### src/rtl/mem_arb_pkg.sv
// Shared encodings for the core/loader memory arbiter.
// Grant values match the state encoding, so the state register drives grant directly.
package mem_arb_pkg;

    typedef enum logic [1:0] {
        IDLE   = 2'b00,
        BUSY_C = 2'b01,
        BUSY_L = 2'b10
    } state_e;

    localparam logic [1:0] GRANT_NONE   = 2'b00;
    localparam logic [1:0] GRANT_CORE   = 2'b01;
    localparam logic [1:0] GRANT_LOADER = 2'b10;

endpackage

### src/rtl/rr_pick2.sv
// Two-way round-robin picker: req[0] is the core, req[1] the loader.
// On a tie the requester that was not granted last wins.
module rr_pick2
    import mem_arb_pkg::*;
(
    input  logic [1:0] req,
    input  logic       last,   // 1 = loader was granted last
    output logic [1:0] pick
);

    always_comb begin
        // NOTE: assign a default before the case so every path drives pick and no latch is inferred.
        pick = GRANT_NONE;
        case (req)
            2'b01:   pick = GRANT_CORE;
            2'b10:   pick = GRANT_LOADER;
            2'b11:   pick = last ? GRANT_CORE : GRANT_LOADER;
            default: pick = GRANT_NONE;
        endcase
    end

endmodule

### src/rtl/mem_arbiter.sv
// Arbitrates one single-port memory between a core and a loader/DMA engine,
// with round-robin on ties and bounded back-to-back loader bursts under l_lock.
module mem_arbiter
    import mem_arb_pkg::*;
#(
    parameter int MAX_BURST = 8,
    parameter int AW        = 32
) (
    input  logic          clk,
    input  logic          reset,
    input  logic          c_req,
    input  logic          c_we,
    input  logic [AW-1:0] c_addr,
    input  logic [31:0]   c_wdata,
    output logic          c_ready,
    input  logic          l_req,
    input  logic          l_we,
    input  logic [AW-1:0] l_addr,
    input  logic [31:0]   l_wdata,
    input  logic          l_lock,
    output logic          l_ready,
    output logic [31:0]   rdata,
    output logic          mem_en,
    output logic          mem_we,
    output logic [AW-1:0] mem_addr,
    output logic [31:0]   mem_wdata,
    input  logic [31:0]   mem_rdata,
    input  logic          mem_ack,
    output logic [1:0]    grant
);

    localparam int BW = (MAX_BURST > 1) ? $clog2(MAX_BURST) : 1;

    state_e        state_q, state_d;
    logic          mem_en_q, mem_en_d;
    logic [BW-1:0] burst_q, burst_d;
    logic          last_q, last_d;
    logic [1:0]    pick;
    logic          burst_more;

    rr_pick2 u_pick (
        .req  ({l_req, c_req}),
        .last (last_q),
        .pick (pick)
    );

    // The counter saturates at MAX_BURST-1: the ack that would reach MAX_BURST leaves BUSY_L instead.
    assign burst_more = l_lock && l_req && (int'(burst_q) < MAX_BURST - 1);

    always_comb begin
        state_d  = state_q;
        mem_en_d = mem_en_q;
        burst_d  = burst_q;
        last_d   = last_q;
        case (state_q)
            IDLE: begin
                if (pick == GRANT_CORE) begin
                    state_d  = BUSY_C;
                    mem_en_d = 1'b1;
                    last_d   = 1'b0;
                end else if (pick == GRANT_LOADER) begin
                    state_d  = BUSY_L;
                    mem_en_d = 1'b1;
                    last_d   = 1'b1;
                end
            end
            BUSY_C: begin
                if (mem_ack) begin
                    state_d  = IDLE;
                    mem_en_d = 1'b0;
                end
            end
            BUSY_L: begin
                if (mem_ack) begin
                    if (burst_more) begin
                        burst_d = burst_q + BW'(1);
                    end else begin
                        state_d  = IDLE;
                        mem_en_d = 1'b0;
                        burst_d  = '0;
                    end
                end
            end
            default: begin
                state_d  = IDLE;
                mem_en_d = 1'b0;
                burst_d  = '0;
            end
        endcase
    end

    // NOTE: state registers use non-blocking assignments so every flop samples pre-edge values.
    always_ff @(posedge clk or posedge reset) begin
        if (reset) begin
            state_q  <= IDLE;
            mem_en_q <= 1'b0;
            burst_q  <= '0;
            last_q   <= 1'b1;
        end else begin
            state_q  <= state_d;
            mem_en_q <= mem_en_d;
            burst_q  <= burst_d;
            last_q   <= last_d;
        end
    end

    // The owner's command is steered straight through; owners hold it stable until ready.
    always_comb begin
        mem_we    = 1'b0;
        mem_addr  = '0;
        mem_wdata = '0;
        case (state_q)
            BUSY_C: begin
                mem_we    = c_we;
                mem_addr  = c_addr;
                mem_wdata = c_wdata;
            end
            BUSY_L: begin
                mem_we    = l_we;
                mem_addr  = l_addr;
                mem_wdata = l_wdata;
            end
            default: ;
        endcase
    end

    assign mem_en  = mem_en_q;
    assign grant   = state_q;
    assign c_ready = (state_q == BUSY_C) && mem_ack;
    assign l_ready = (state_q == BUSY_L) && mem_ack;
    assign rdata   = (c_ready || l_ready) ? mem_rdata : 32'h0;

endmodule

### config.mk
export PLATFORM = sky130hd
export DESIGN_NAME = mem_arbiter
export DESIGN_NICKNAME = d
export VERILOG_FILES = /design/src/rtl/mem_arb_pkg.sv /design/src/rtl/rr_pick2.sv /design/src/rtl/mem_arbiter.sv
export SDC_FILE = /design/constraint.sdc
export NUM_CORES = 1
export LEC_CHECK = 0
export BUFFER_PORTS_ARGS = -buffer_cell sky130_fd_sc_hd__buf_4
export CORE_AREA = 2 2 106 108
export CTS_CLUSTER_DIAMETER = 150
export DETAILED_ROUTE_END_ITERATION = 8
export DIE_AREA = 0 0 108 110
export SETUP_SLACK_MARGIN = 0.3
export SLEW_MARGIN = 20
export SYNTH_ARGS = -nofsm -noshare
export SYNTH_HDL_FRONTEND = slang
export SYNTH_SLANG_ARGS = --single-unit
### constraint.sdc
create_clock -name clk -period 2.6 [get_ports clk]
set_input_delay 0.52 -clock clk [delete_from_list [all_inputs] [get_ports clk]]
set_output_delay 0.52 -clock clk [all_outputs]
set_load 0.02 [all_outputs]
==> results of run 1 <==
[area by class of cell]
class	instances	area (sq um)	area share [%]
clock buffer	4	45.04	1.126
multi-input combinational	197	1444	36.10
timing repair buffer	276	2141	53.52
inverter	5	18.77	0.4692
tap	140	175.2	4.379
sequential	7	176.4	4.410
[worst min path at each step]
| stage | to | depth (start not counted) | slack (ps) | start |
|---|---|---|---|---|
| 2_1_floorplan | burst_q[0] | 1 | 320 | reset |
| 3_3_place_gp | burst_q[0] | 2 | 480 | reset |
| 3_5_place_dp | burst_q[0] | 2 | 480 | reset |
| 4_1_cts | burst_q[2] | 2 | 240 | reset |
| 5_1_grt | burst_q[2] | 2 | 260 | reset |
| 6_report | burst_q[0] | 2 | 230 | reset |
[worst register-to-register path, stage by stage (launching register included)]
cell and delay [ps]:
dfrtp_1 430, inv_2 150, ha_4 200, buf_12 210
nand3_4 120, o221ai_4 260, mux2_4 330
[through the flow]
step | hold slack [ps] | worst slack, ps | power (mW) | instances | utilization (%)
detailed placement | 477.7 | 470.1 | 3.822 | 625 | 36.02
global placement | 476.1 | 528.5 | 3.752 | 625 | 36.02
CTS | 242.4 | 261.8 | 4.007 | 629 | 36.51
finish | 232.5 | 400.3 | 4.192 | 629 | 37.39
floorplan | 322.7 | 519.6 | 2.532 | 235 | -
global route | 263.1 | 295.8 | 4.501 | 629 | 37.39
[what timing repair did]
action / CTS / global route
endpoints found under the setup margin: 44 / 97
resized for setup: 2 / 20
hold buffers: 0 / 0
[per-layer routing]
metal	global-route usage, %	part of all wire (%)
met1	13.38	35
met2	27.67	55
met3	2.587	10
met4	1.923	0.13
met5	0	0
[cells by family (layout without fill, tap and decap cells)]
logic type | after synthesis | after routing
AOI/OAI and AO/OA | 73 | 73
adders and majority gates | 5 | 5
buffers and inverters | 31 | 285
DFF | 7 | 7
muxes | 3 | 3
and+or+nand+nor | 116 | 116
[where the power goes]
group / switching [mW] / leakage, nW / internal (mW)
combinational: 2.01 / 1.84 / 1.83
clock: 0.0470 / 0.0228 / 0.106
sequential: 0.0431 / 0.0892 / 0.157
total: 2.10 / 1.95 / 2.09
[registers in the layout, indices dropped and copies added, names as in the netlist]
register,count
mem_en,1
grant,2
burst_q,3
last_q,1
[cell usage after synthesis, drive strengths merged, types with 5 or more instances]
library cell,instances
a22oi,65
and2,34
buf,17
clkbuf,9
dfrtp,6
ha,5
inv,5
nand2,5
nor2b,66
==> results.cfg, run 1 <==
[job]
drv_cap = 0

[worst_setup_path]
cp_top_family = buffers and inverters
r2r-start = grant[0]
critPathBufInv = 3
max_stage_delay_ps = 430
crit_path_start_kind = register
endpoint = rdata[25]
cp.required_ps = 2080
cp_slowest_cell = dfrtp_1
path_cells = inv_2 > ha_4 > nor2_4 > nor2b_2 > buf_6 > and2_1 > buf_4
worst_ep_arrival_time_ps = 1680
cp_max_fo = 32
cp_num_cells = 7
crit_type = register to output pin
critPathLaunch = grant[0]
regToRegSetupSlack_ps = 780
endpoint_kind = output pin
timing.rr.end = mem_en
r2r_cells = 6

[synth]
synthDistinctLibCells = 33
synth_top_area_share_pct = 27.86
synth_edf_count = 0
synth_compound_area_share_pct = 32.43
synth_top_family_by_area = simple AND/OR/NAND/NOR gates
synthTopCellsByArea = a22oi_1, nor2b_1, and2_1
syn_area_sq_um = 1752
synth-adder-area-share_pct = 3.571
synth_cells = 235
syn-num-nets = 408
synth-xor-area-share_pct = 0
yosysWarnings = 0
yosys.area_share.simple_pct = 42.29
synth_top_area_cell = a22oi_1
synthFlopType = dfrtp_1
async_flop_share_pct = 100.0
syn_area_per_cell_sq_um = 7.454
yosysSeqAreaShare_pct = 10.07
synthMuxAreaShare_pct = 2.000
synth_seq_cells = 7

[grt]
overflow = 0
track_usage_pct = 13.12
grt_max_degree = 37
grt_pass1_wl_microns = 12600
antenna_found_initial = 0
grt_pass1_vias = 2617

[detailed_routing]
drc = 0
firstDrtPassIters = 6
antenna_left = 0
vias = 2762
via_per_inst = 4.391
drt-initial-drc-count = 184
wl_per_cell_microns = 14.47
routed_wl_microns = 9103

[sta]
slew_headroom_pct = 80.21
rsz0062_at_grt = false
max_freq_mhz = 454.6
worst_pin_slew_ps = 293.2
finalSetupViolCount = 0
clock-skew-final_ps = 0.2488
slew_viol_final = 0
post-route-period-util_pct = 84.60
setup_tns_ps = 0
final-hold-violation-count = 0
layout_min_cycle_time_ps = 2200

[run_status]
status = finished clean

[pwr]
power_density_nw_per_um2 = 1048
p_leak_nw = 1.950
ir_worst_vdd_mv = 0.7805

[cells_and_area]
layout_commonest_cell = buf_4
final_cell_mix = buf_4, a22oi_1, nor2b_1
drive_above_1_share_pct = 59.92
nets = 663
area_growth_pct = 128.4
num_antenna_cells = 0
design_area_sq_um = 4000
fillers = 1086

[floorplan]
initial_core_util_pct = 16.37
die_h_microns = 110
core-area_sq_um = 10700
pin_count = 270
row_count = 38
dieArea_sq_um = 11880
fp.dieW_microns = 108

[clock_network]
h-tree-depth = 1
insertion_delay_ps = 230
clkTransAtPathRegs_ps = 40
cts-root-buf = clkbuf_8
cts_setup_buffers = 0
cts_inserted_buffers = 3
tritoncts = done
cts.path.max_buffers = 2
cts.sinks = 7

[placement]
place.gp.congestion = 0.7923
place_area_sq_um = 3854
dpl.hpwl_microns = 7386
port_buffers = 269

[min_path]
worstHoldPathType = input port to asynchronous set/reset pin
No activity file was read; power rests on OpenSTA's default activity.
==> run 2: changes to the inputs <==
==> constraint.sdc (replaced) <==
create_clock -name clk -period 1.98 [get_ports clk]
set_input_delay 0.396 -clock clk [delete_from_list [all_inputs] [get_ports clk]]
set_output_delay 0.396 -clock clk [all_outputs]
set_load 0.02 [all_outputs]
==> results.cfg, run 2 (synthesis results as in run 1) <==
[run_status]
status = complete, but fails checks
violations = setup timing

[cells_and_area]
top_register = burst_q
largest_register_ffs = 3
fin_util_pct = 48.61
layout_commonest_cell = buf_4
nets = 685
num_antenna_cells = 0
final_cell_mix = buf_4, buf_6, a22oi_1
drive_above_1_share_pct = 86.50
final_cell_count_no_fill = 651
area_growth_pct = 196.9

[clock_network]
tritoncts = done
cts-root-buf = clkbuf_8
cts.path.max_buffers = 2
h-tree-depth = 1
cts_inserted_buffers = 3
clkTransAtPathRegs_ps = 50
cts.sinks = 7
insertion_delay_ps = 230

[job]
drv_cap = 0

[sta]
slew_headroom_pct = 77.49
layout_min_cycle_time_ps = 2083
hold_ws_ps = 109.7
finalSetupViolCount = 94
rsz0062_at_grt = true
worst_pin_slew_ps = 337.7
layout_setup_ws_ps = -102.9
final-hold-violation-count = 0
slew_viol_final = 0
max_freq_mhz = 480.1
post-route-period-util_pct = 105.2
clock-skew-final_ps = 7.103

[worst_setup_path]
r2r-start = grant[0]
crit_type = register to output pin
cp.required_ps = 1580
critPathLaunch = grant[1]
cp_max_fo = 42
crit_path_start_kind = register
worst_ep_arrival_time_ps = 1690
endpoint_kind = output pin

[placement]
dp_cells = 625
port_buffers = 269
dpl.hpwl_microns = 7367
place.gp.congestion = 0.8863

[grt]
antenna_found_initial = 0
grt_max_degree = 44
grt_pass1_vias = 2633
overflow = 0
track_usage_pct = 14.37
grt_pass1_wl_microns = 13770

[detailed_routing]
antenna_left = 0
vias = 2886
drc = 0
wl_per_cell_microns = 17.14
routed_wl_microns = 11160
via_per_inst = 4.433
firstDrtPassIters = 4
drt-initial-drc-count = 147

[floorplan]
pin_count = 270
die_h_microns = 110
dieArea_sq_um = 11880
core-area_sq_um = 10700
fp.dieW_microns = 108
row_count = 38
initial_core_util_pct = 16.37

[pwr]
ir_worst_vdd_mv = 1.211
power_density_nw_per_um2 = 1584
p_leak_nw = 2.405

[min_path]
worstHoldPathType = input port to asynchronous set/reset pin
-- run 2: cell types whose count changed in the layout (fill, tap and decap cells not counted), sizes merged --
| cell | previous run | this run |
|---|---|---|
| clkbuf | 4 | 10 |
| buf | 276 | 292 |
-- run 2: where the power goes --
part | internal, mW | switching [mW] | total, mW
logic | 4.26 | 3.50 | 7.75
clock network | 0.140 | 0.0705 | 0.211
registers | 0.210 | 0.0648 | 0.275
total | 4.61 | 3.63 | 8.24
-- run 2: worst max-delay path, stage by stage (launching register included) --
cell and delay, ps:
dfrtp_2 420, inv_4 70, ha_4 200, buf_16 180
a22oi_1 320, nor2b_2 70, buf_4 160
-- run 2: final cells by class --
cell class	instances	area, sq um
timing repair buffer	298	2794
sequential	7	178.9
inverter	5	23.77
tap	140	175.2
fill	990	5498
multi-input combinational	197	1983
clock buffer	4	45.04
-- run 2: final timing paths --
kind	cells past startpoint	slack, ps	end
max in group asynchronous	2	1580	last_q
min	2	110	burst_q[0]
min in group clk	2	510	last_q
min reg2reg	2	510	last_q
max reg2reg	8	70	mem_en
max	6	-100	mem_addr[12]
-- run 2: per-stage QoR --
stage / total power [mW] / instance area, sq um / TNS (ps) / setup WS [ps]
detailed placement: 5.729 / 4194 / 0 / 155.7
CTS: 6.737 / 4603 / -2993 / -59.25
global route: 8.660 / 5200 / -11220 / -151.9
floorplan: 4.022 / 2105 / 0 / 198.3
global placement: 5.660 / 4194 / 0 / 181.4
finish: 8.238 / 5200 / -4625 / -102.9
-- run 2: per-layer routing --
metal / up-vias / routed length (microns) / track usage (%)
met3: 6 / 791 / 2.352
met4: 0 / 56 / 1.557
met1: 1365 / 4358 / 17.59
met2: 121 / 5952 / 27.18
met5: - / 0 / 0
li1: 1394 / - / -
-- run 2: what timing repair did --
action / CTS / global route
hold endpoints to repair: 0 / 0
hold buffers: 0 / 0
resized for setup: 57 / 89
gates cloned: 2 / 8
pin swaps: 1 / 1
endpoints found under the setup margin: 100 / 105
setup buffers: 8 / 4
==> run 3: changes to the inputs <==
==> constraint.sdc (replaced) <==
create_clock -name clk -period 1.83 [get_ports clk]
set_input_delay 0.366 -clock clk [delete_from_list [all_inputs] [get_ports clk]]
set_output_delay 0.366 -clock clk [all_outputs]
set_load 0.02 [all_outputs]
==> results.cfg, run 3 (synthesis results as in run 1) <==
[pwr]
power_density_nw_per_um2 = 1605
ir_worst_vdd_mv = 1.028
p_leak_nw = 2.417

[cells_and_area]
drive_above_1_share_pct = 93.30
top_register = burst_q
largest_register_ffs = 3
layout_commonest_cell = buf_4
area_growth_pct = 202.4
final_cell_mix = buf_4, a22oi_2, nor2b_2
num_antenna_cells = 0
design_area_sq_um = 5298
nets = 696

[grt]
grt_pass1_vias = 2814
overflow = 0
grt_pass1_wl_microns = 14700
track_usage_pct = 15.34
antenna_found_initial = 0
grt_max_degree = 40

[detailed_routing]
wl_met3_microns = 717
firstDrtPassIters = 4
vias = 2932
via_per_inst = 4.429
wirelength_met1_microns = 4303
drt-initial-drc-count = 155
highest_layer = met4
routed_wl_microns = 10840
drc = 0
wl_met2_microns = 5718
antenna_left = 0
wl_per_cell_microns = 16.38

[clock_network]
cts.sinks = 7
tritoncts = done
clkTransAtPathRegs_ps = 40
insertion_delay_ps = 220
cts_hold_buf = 0
cts_inserted_buffers = 3
cts.path.max_buffers = 2
h-tree-depth = 1
cts-root-buf = clkbuf_8

[floorplan]
core-area_sq_um = 10700
dieArea_sq_um = 11880
fp.dieW_microns = 108
row_count = 38
pin_count = 270
initial_core_util_pct = 16.37
die_h_microns = 110

[min_path]
worstHoldPathType = input port to asynchronous set/reset pin

[worst_setup_path]
critPathBufInv = 4
cp_max_fo = 13
endpoint_kind = output pin
cp_top_family = buffers and inverters
worst_ep_arrival_time_ps = 1650
max_stage_delay_ps = 440
path_cells = inv_4 > ha_4 > buf_12 > buf_16 > a22oi_1 > nor2b_2 > buf_4
crit_path_start_kind = register
r2r_cells = 8
cp_num_cells = 7
crit_type = register to output pin
cp_slowest_cell = dfrtp_2
cp.required_ps = 1460

[sta]
layout_setup_ws_ps = -183.6
max_freq_mhz = 496.6
layout_min_cycle_time_ps = 2014
slew_headroom_pct = 81.98
finalSetupViolCount = 101
clock-skew-final_ps = 0.8087
slew_viol_final = 0
hold_ws_ps = 73.83
rsz0062_at_grt = true
worst_pin_slew_ps = 270.0
final-hold-violation-count = 0
post-route-period-util_pct = 110.0

[placement]
dpl.hpwl_microns = 7974
place_area_sq_um = 4432
place.gp.congestion = 0.7987
port_buffers = 269

[run_status]
status = complete, but fails checks
violations = setup timing

[job]
drv_cap = 0
-- run 3: cell count changes in the layout (fill, tap and decap cells not counted), moves of 2 or more --
| cell | change |
|---|---|
| a22oi_1 | -33 |
| a22oi_2 | +33 |
| and2_1 | -2 |
| and2_4 | +2 |
| buf_12 | +2 |
| buf_16 | +3 |
| buf_4 | +38 |
| buf_6 | -27 |
| clkbuf_16 | -4 |
| nor2b_2 | +12 |
| nor2b_4 | -12 |
-- run 3: area by class of cell --
cell class	instances	area [sq um]
Timing Repair Buffer	309	2783
Clock buffer	4	45.04
Multi-Input combinational cell	197	2092
Inverter	5	23.77
Tap cell	140	175.2
Fill cell	979	5400
Sequential cell	7	178.9
-- run 3: worst paths after layout --
kind	to	startpoint	slack, ps
setup reg to reg	mem_en	grant[0]	-80
setup / recovery	mem_addr[13]	grant[0]	-180
hold reg to reg	last_q	last_q	510
max in group asynchronous	last_q	reset	1490
min in group clk	last_q	last_q	510
hold / removal	mem_en	reset	70
-- run 3: timing repair --
| action | 4_1_cts | 5_1_grt |
|---|---|---|
| buffers inserted | 11 | 7 |
| resized for setup | 85 | 29 |
| setup endpoints to repair | 104 | 105 |
| gates cloned | 4 | 3 |
| pin swaps | 7 | 6 |
-- run 3: worst register-to-register path, cell delays in order, from the launching register on --
cell and delay (ps):
dfrtp_2 440, inv_4 80, ha_4 160, buf_12 150, clkbuf_16 190, buf_6 110, nand3_4 100, o221ai_4 230
mux2_4 320
-- run 3: metal layers --
layer / up-vias / track usage (%)
met5: - / 0
met4: 0 / 3.022
met3: 10 / 1.940
met2: 109 / 28.03
met1: 1399 / 19.39
li1: 1414 / -
-- run 3: power by group --
group | switching (mW) | internal, mW
clock network | 0.0627 | 0.150
registers | 0.0761 | 0.228
logic | 3.65 | 4.33
-- run 3: stage by stage --
stage	util, %	TNS [ps]	worst slack, ps	instances	total power [mW]
global route	49.52	-19480	-233.4	662	8.985
floorplan	-	0	72.84	235	4.771
detailed placement	41.43	-8.618	-5.158	633	6.712
CTS	47.04	-14140	-174.5	652	8.037
global placement	41.43	0	30.99	633	6.649
finish	49.52	-12450	-183.6	662	8.504
